### src/rtl/router_reg_param.sv
// Ingress register stage: header capture, byte steering to the FIFO write bus,
// hold queue for full-FIFO bytes, parity check. Length check built with ROUTER_REG_LEN_CHECK_EN.
module router_reg_param #(
  parameter int DATA_WIDTH = 8,
  parameter int ADDR_BITS  = 2,
  parameter int NUM_PORTS  = 3,
  parameter int HOLD_DEPTH = 2
) (
  input  logic                              clock,
  input  logic                              resetn,
  input  logic                              pkt_valid,
  input  logic                              fifo_full,
  input  logic                              rst_int_reg,
  input  logic                              detect_add,
  input  logic                              lfd_state,
  input  logic                              ld_state,
  input  logic                              laf_state,
  input  logic                              full_state,
  input  logic [DATA_WIDTH-1:0]             data_in,
  output logic [DATA_WIDTH-1:0]             dout,
  output logic                              dout_valid,
  output logic                              parity_done,
  output logic                              low_pkt_valid,
  output logic                              err,
  output logic                              len_err,
  output logic                              hold_ovf,
  output logic [$clog2(HOLD_DEPTH+1)-1:0]   hold_count
);

  localparam int PTR_W = (HOLD_DEPTH > 1) ? $clog2(HOLD_DEPTH) : 1;
  localparam int CNT_W = $clog2(HOLD_DEPTH + 1);
  localparam logic [PTR_W-1:0]   LAST_PTR  = PTR_W'(HOLD_DEPTH - 1);
  localparam logic [CNT_W-1:0]   DEPTH_CNT = CNT_W'(HOLD_DEPTH);
  localparam logic [ADDR_BITS:0] PORT_LIM  = NUM_PORTS[ADDR_BITS:0];

  logic [DATA_WIDTH-1:0] header_reg;
  logic [DATA_WIDTH-1:0] int_parity;
  logic [DATA_WIDTH-1:0] pkt_parity;
  logic [DATA_WIDTH-1:0] hold_mem [HOLD_DEPTH];
  logic [PTR_W-1:0]      rd_ptr;
  logic [PTR_W-1:0]      wr_ptr;

  logic [ADDR_BITS:0] hdr_addr;
  logic hdr_ok, accept, q_empty, q_full;
  logic load_hdr, load_direct, load_swap, drain;
  logic pop, push_req, drop, push, payload, parity_byte;

  function automatic logic [PTR_W-1:0] ptr_inc(input logic [PTR_W-1:0] p);
    return (p == LAST_PTR) ? '0 : p + 1'b1;
  endfunction

  // NOTE: every signal gets a default at the top of always_comb so no path can infer a latch.
  always_comb begin
    hdr_addr    = {1'b0, data_in[ADDR_BITS-1:0]};
    hdr_ok      = detect_add && pkt_valid && (hdr_addr < PORT_LIM);
    q_empty     = (hold_count == '0);
    q_full      = (hold_count == DEPTH_CNT);
    load_hdr    = !detect_add && lfd_state;
    accept      = !detect_add && !lfd_state && ld_state;
    load_direct = accept && !fifo_full && q_empty;
    load_swap   = accept && !fifo_full && !q_empty;
    drain       = !detect_add && !lfd_state && !ld_state && laf_state && !q_empty && !fifo_full;
    pop         = load_swap || drain;
    push_req    = load_swap || (accept && fifo_full);
    drop        = push_req && q_full && !pop;
    push        = push_req && !drop;
    payload     = accept && pkt_valid && !full_state && !drop;
    parity_byte = accept && !pkt_valid && !low_pkt_valid;
  end

  // Hold queue: a simultaneous push and pop on a full queue reuses the slot being read.
  always_ff @(posedge clock or negedge resetn) begin
    if (!resetn) begin
      rd_ptr     <= '0;
      wr_ptr     <= '0;
      hold_count <= '0;
      // NOTE: the queue storage is small and must read as zero after reset, so it is reset too.
      for (int i = 0; i < HOLD_DEPTH; i++) hold_mem[i] <= '0;
    end else if (detect_add) begin
      rd_ptr     <= '0;
      wr_ptr     <= '0;
      hold_count <= '0;
    end else begin
      if (push) begin
        hold_mem[wr_ptr] <= data_in;
        wr_ptr           <= ptr_inc(wr_ptr);
      end
      if (pop) rd_ptr <= ptr_inc(rd_ptr);
      case ({push, pop})
        2'b10:   hold_count <= hold_count + 1'b1;
        2'b01:   hold_count <= hold_count - 1'b1;
        default: hold_count <= hold_count;
      endcase
    end
  end

  // NOTE: sequential state uses non-blocking assignments so all registers see pre-edge values.
  always_ff @(posedge clock or negedge resetn) begin
    if (!resetn) begin
      header_reg  <= '0;
      int_parity  <= '0;
      pkt_parity  <= '0;
      dout        <= '0;
      dout_valid  <= 1'b0;
      parity_done <= 1'b0;
      err         <= 1'b0;
      hold_ovf    <= 1'b0;
    end else begin
      dout_valid <= 1'b0;
      if (detect_add) begin
        if (hdr_ok) header_reg <= data_in;
        int_parity  <= '0;
        parity_done <= 1'b0;
        err         <= 1'b0;
        hold_ovf    <= 1'b0;
      end else begin
        if (parity_done) err <= (int_parity != pkt_parity);
        if (load_hdr) begin
          dout       <= header_reg;
          dout_valid <= 1'b1;
          int_parity <= int_parity ^ header_reg;
        end else if (load_direct) begin
          dout       <= data_in;
          dout_valid <= 1'b1;
        end else if (pop) begin
          dout       <= hold_mem[rd_ptr];
          dout_valid <= 1'b1;
        end
        if (payload) int_parity <= int_parity ^ data_in;
        if (drop) hold_ovf <= 1'b1;
        if (parity_byte) begin
          pkt_parity  <= data_in;
          parity_done <= 1'b1;
        end
      end
    end
  end

  // End-of-packet flag: clear wins over set.
  always_ff @(posedge clock or negedge resetn) begin
    if (!resetn)          low_pkt_valid <= 1'b0;
    else if (rst_int_reg) low_pkt_valid <= 1'b0;
    else if (parity_byte) low_pkt_valid <= 1'b1;
  end

`ifdef ROUTER_REG_LEN_CHECK_EN
  logic [DATA_WIDTH-ADDR_BITS-1:0] exp_len;
  logic [DATA_WIDTH-ADDR_BITS-1:0] pay_cnt;

  always_ff @(posedge clock or negedge resetn) begin
    if (!resetn) begin
      exp_len <= '0;
      pay_cnt <= '0;
      len_err <= 1'b0;
    end else if (detect_add) begin
      if (hdr_ok) exp_len <= data_in[DATA_WIDTH-1:ADDR_BITS];
      pay_cnt <= '0;
      len_err <= 1'b0;
    end else begin
      if (parity_done) len_err <= (pay_cnt != exp_len);
      if (payload && (pay_cnt != '1)) pay_cnt <= pay_cnt + 1'b1;
    end
  end
`else
  assign len_err = 1'b0;
`endif

endmodule

### config.mk
export PLATFORM = sky130hd
export DESIGN_NAME = router_reg_param
export DESIGN_NICKNAME = d
export VERILOG_FILES = /design/src/rtl/router_reg_param.sv
export SDC_FILE = /design/constraint.sdc
export NUM_CORES = 1
export LEC_CHECK = 0
export BUFFER_PORTS_ARGS = -buffer_cell sky130_fd_sc_hd__buf_2
export CORE_AREA = 2 2 99 101
export DETAILED_ROUTE_END_ITERATION = 10
export DIE_AREA = 0 0 101 103
export HOLD_SLACK_MARGIN = 0.1
export SLEW_MARGIN = 40
export SYNTH_ARGS = -nofsm -noshare
export SYNTH_HDL_FRONTEND = slang
export SYNTH_SLANG_ARGS = --single-unit
export TNS_END_PERCENT = 1
### constraint.sdc
create_clock -name clock -period 1.71 [get_ports clock]
set_input_delay 0.2565 -clock clock [delete_from_list [all_inputs] [get_ports clock]]
set_output_delay 0.2565 -clock clock [all_outputs]
set_load 0.03 [all_outputs]
==> impl_metrics.json <==
{
  "status": "completed",
  "max-cap-violations": 0,
  "yosys_warnings": 0,
  "fp.dieArea_sq_um": 10400,
  "p_comb_share_pct": 20.5,
  "yosys.area_share.adder_pct": 0,
  "finClkSkew_ns": 0.006762,
  "power_leakage_uw": 0.001505,
  "final.fill_count": 976,
  "port_buffers": 32,
  "power_frac_seq_pct": 49.7,
  "synth_fp_nets": 260,
  "rsz0062_at_grt": "no",
  "finalHoldViolations": 0,
  "path_buf_inv": 1,
  "clk_path_buf_depth": 2,
  "slowest_stage": "dfrtp_2",
  "swShare_pct": 29.75,
  "internal-power_uw": 2418,
  "top_register": "hold_mem",
  "clk_latency_ns": 0.34,
  "setup_viol": 0,
  "synth_edf_count": 0,
  "layout_min_cycle_time_ns": 1.603,
  "max_stage_delay_ns": 0.40,
  "via_count": 1967,
  "drt_iter0_markers": 111,
  "viasPerCell": 4.845,
  "ys_ff_latch": 57,
  "synthMuxAreaShare_pct": 16.88,
  "place_congestion": 0.7421,
  "synthTopCellsByCount": "57 x dfrtp_1, 30 x mux2_2, 28 x nor2_1",
  "synth-seq-area-share_pct": 52.58,
  "diodes": 0,
  "core-area_sq_um": 9459,
  "timing.final.max_slew_violations": 0,
  "synthToLayoutAreaGrowth_pct": 20.16,
  "clock.fmax_mhz": 623.9,
  "drive_above_1_share_pct": 35.62,
  "synth_area_leader_cell": "dfrtp_1",
  "largest_reg_flops": 16,
  "clock_power_share_pct": 29.8,
  "postSynthCellCount": 242,
  "multiInputGateArea_sq_um": 1200,
  "row_count": 36,
  "grt_max_degree": 42,
  "fin_cells": 406,
  "switchingPower_uw": 1024,
  "post_drt_wl_per_cell_um": 15.05,
  "worstPathRequired_ns": 1.94,
  "finalSetupTns_ns": 0,
  "path_class": "reg2reg",
  "yosysMostFrequentCell": "dfrtp_1",
  "totalWireLength_mm": 6.109,
  "grtUsageTotal_pct": 13.02,
  "crit_family": "flip-flops",
  "numCtsBuffers": 9,
  "start_kind": "flop",
  "syn_avg_cell_area_sq_um": 11.21,
  "synth_top_cell_area_share_pct": 52.58,
  "die_x_um": 101,
  "synth_xor_area_share_pct": 3.229,
  "synth_area_sq_um": 2713,
  "critPathMaxFanout": 8,
  "synth.top_cells.by_area": "dfrtp_1 53%, mux2_2 12%, mux2_4 4.4%",
  "start_util_pct": 28.68,
  "cts_root_buf": "clkbuf_8",
  "nNetsFinal": 307,
  "h-tree-depth": 3,
  "grt_first_pass_wirelength_mm": 10.25,
  "clock_sink_count": 57,
  "path_clk_slew_ns": 0.06,
  "hold_class": "in2reg",
  "cp_cell_sequence": "xor2_1, buf_4, o211ai_2, mux2_2",
  "dp_hpwl_mm": 4.493,
  "antenna_found_initial": 0,
  "synth_top_family_by_area": "multiplexers",
  "ir_worst_vdd_mv": 0.3867,
  "ios": 34,
  "ys_types": 34,
  "synth-simple-area-share_pct": 14.85,
  "cts_setup_buffers": 0,
  "cts_tree": "built",
  "drc": 0,
  "synth_compound_area_share_pct": 9.133,
  "grt_pass1_vias": 1996,
  "overflow": 0,
  "post-route-period-util_pct": 93.73,
  "regArea_sq_um": 1429,
  "end_kind": "flop",
  "cp.arrival_ns": 1.83,
  "firstDrtPassIters": 4,
  "ant_nets": 0,
  "die_h_um": 103,
  "p_per_area_nw_per_um2": 1056,
  "synthFlopType": "dfrtp_1",
  "post-place-cells": 390,
  "ys_async_sr_fraction_pct": 100.0
}
[area by class of cell]
type                    instances  area share, %
clock buffers                  10          3.916
inverters                       4         0.4607
flip-flops and latches         57          43.84
clock inverters                 4         0.6910
well taps                     114          4.376
multi-input cells             169          36.81
repair buffers                 48          9.904
[worst reg2reg max path, cell delays in order (launching register included)]
cell,delay [ns]
dfrtp_2,0.40
xor2_1,0.16
buf_4,0.14
o211ai_2,0.39
mux2_2,0.39
[final timing paths]
kind                                from            end  slack, ns  cells after the start
max                        hold_count[1]    hold_mem[4]       0.11                      4
min                           detect_add         wr_ptr       0.20                      2
max reg2reg                hold_count[1]    hold_mem[4]       0.11                      4
min reg2reg                  hold_mem[2]    hold_mem[2]       0.51                      1
max in group asynchronous         resetn  int_parity[2]       0.76                      3
min in group asynchronous         resetn  low_pkt_valid       0.39                      2
[power by group through the flow]
stage | registers, uW | clock network, uW | logic, uW
floorplan | 1790 | 0 | 418
global placement | 1730 | 0 | 694
detailed placement | 1740 | 0 | 710
CTS | 1710 | 1050 | 717
global route | 1740 | 1110 | 778
finish | 1710 | 1030 | 705
[stage by stage]
stage / util, % / hold WS [ns] / power [uW] / cell area [sq um] / setup slack [ns]
5_1_grt: 34.46 / 0.2027 / 3633 / 3259 / 0.02885
4_1_cts: 34.44 / 0.1853 / 3481 / 3258 / 0.08820
2_1_floorplan: - / -0.03909 / 2204 / 2714 / 0.01085
3_5_place_dp: 32.65 / 0.2268 / 2447 / 3088 / 0.06957
3_3_place_gp: 32.65 / 0.2171 / 2420 / 3088 / 0.09766
6_report: 34.46 / 0.1973 / 3443 / 3259 / 0.1073
[cells by family (layout without fill, tap and decap cells)]
kind of cell	Yosys count	after routing
DFF	57	57
muxes	38	38
and+or+nand+nor	83	83
buffers and inverters	16	66
xor gates and xnor gates	10	10
AOI/OAI and AO/OA	37	37
other	1	1
[placed cells by master, fill, tap and decap left out, drive strengths merged]
cell type,Yosys,routed
clkinvlp,0,1
clkbuf,2,10
a21o,10,10
buf,10,46
nor2b,1,1
and3b,1,1
nor3b,1,1
nand4,9,9
o211ai,1,1
xor2,5,5
a21oi,12,12
or2,2,2
nand2,15,15
o21ai,2,2
nand3b,1,1
inv,4,4
nor2,29,29
conb,1,1
or3,1,1
nand3,11,11
xnor2,5,5
or4,1,1
a221oi,1,1
mux2,38,38
dfrtp,57,57
o22ai,10,10
nor4,1,1
nor3,10,10
a311oi,1,1
dlygate4sd3,0,2
clkinv,0,3
[per-layer routing]
metal / share of wire [%] / routed length, um / global-route usage (%) / vias to the layer above
li1: - / - / - / 954
met4: 1.9 / 117 / 6.861 / 0
met3: 3.2 / 198 / 2.780 / 11
met5: 0 / 0 / 0 / -
met2: 47 / 2899 / 20.51 / 33
met1: 47 / 2894 / 16.89 / 969
[repair_timing]
action | CTS | global route
hold buffers | 2 | 0
hold endpoints to repair | 17 | 0
setup endpoints to repair | 0 | 4
gates resized for setup | 0 | 1
Note: power is estimated with default switching activity, not from simulation.
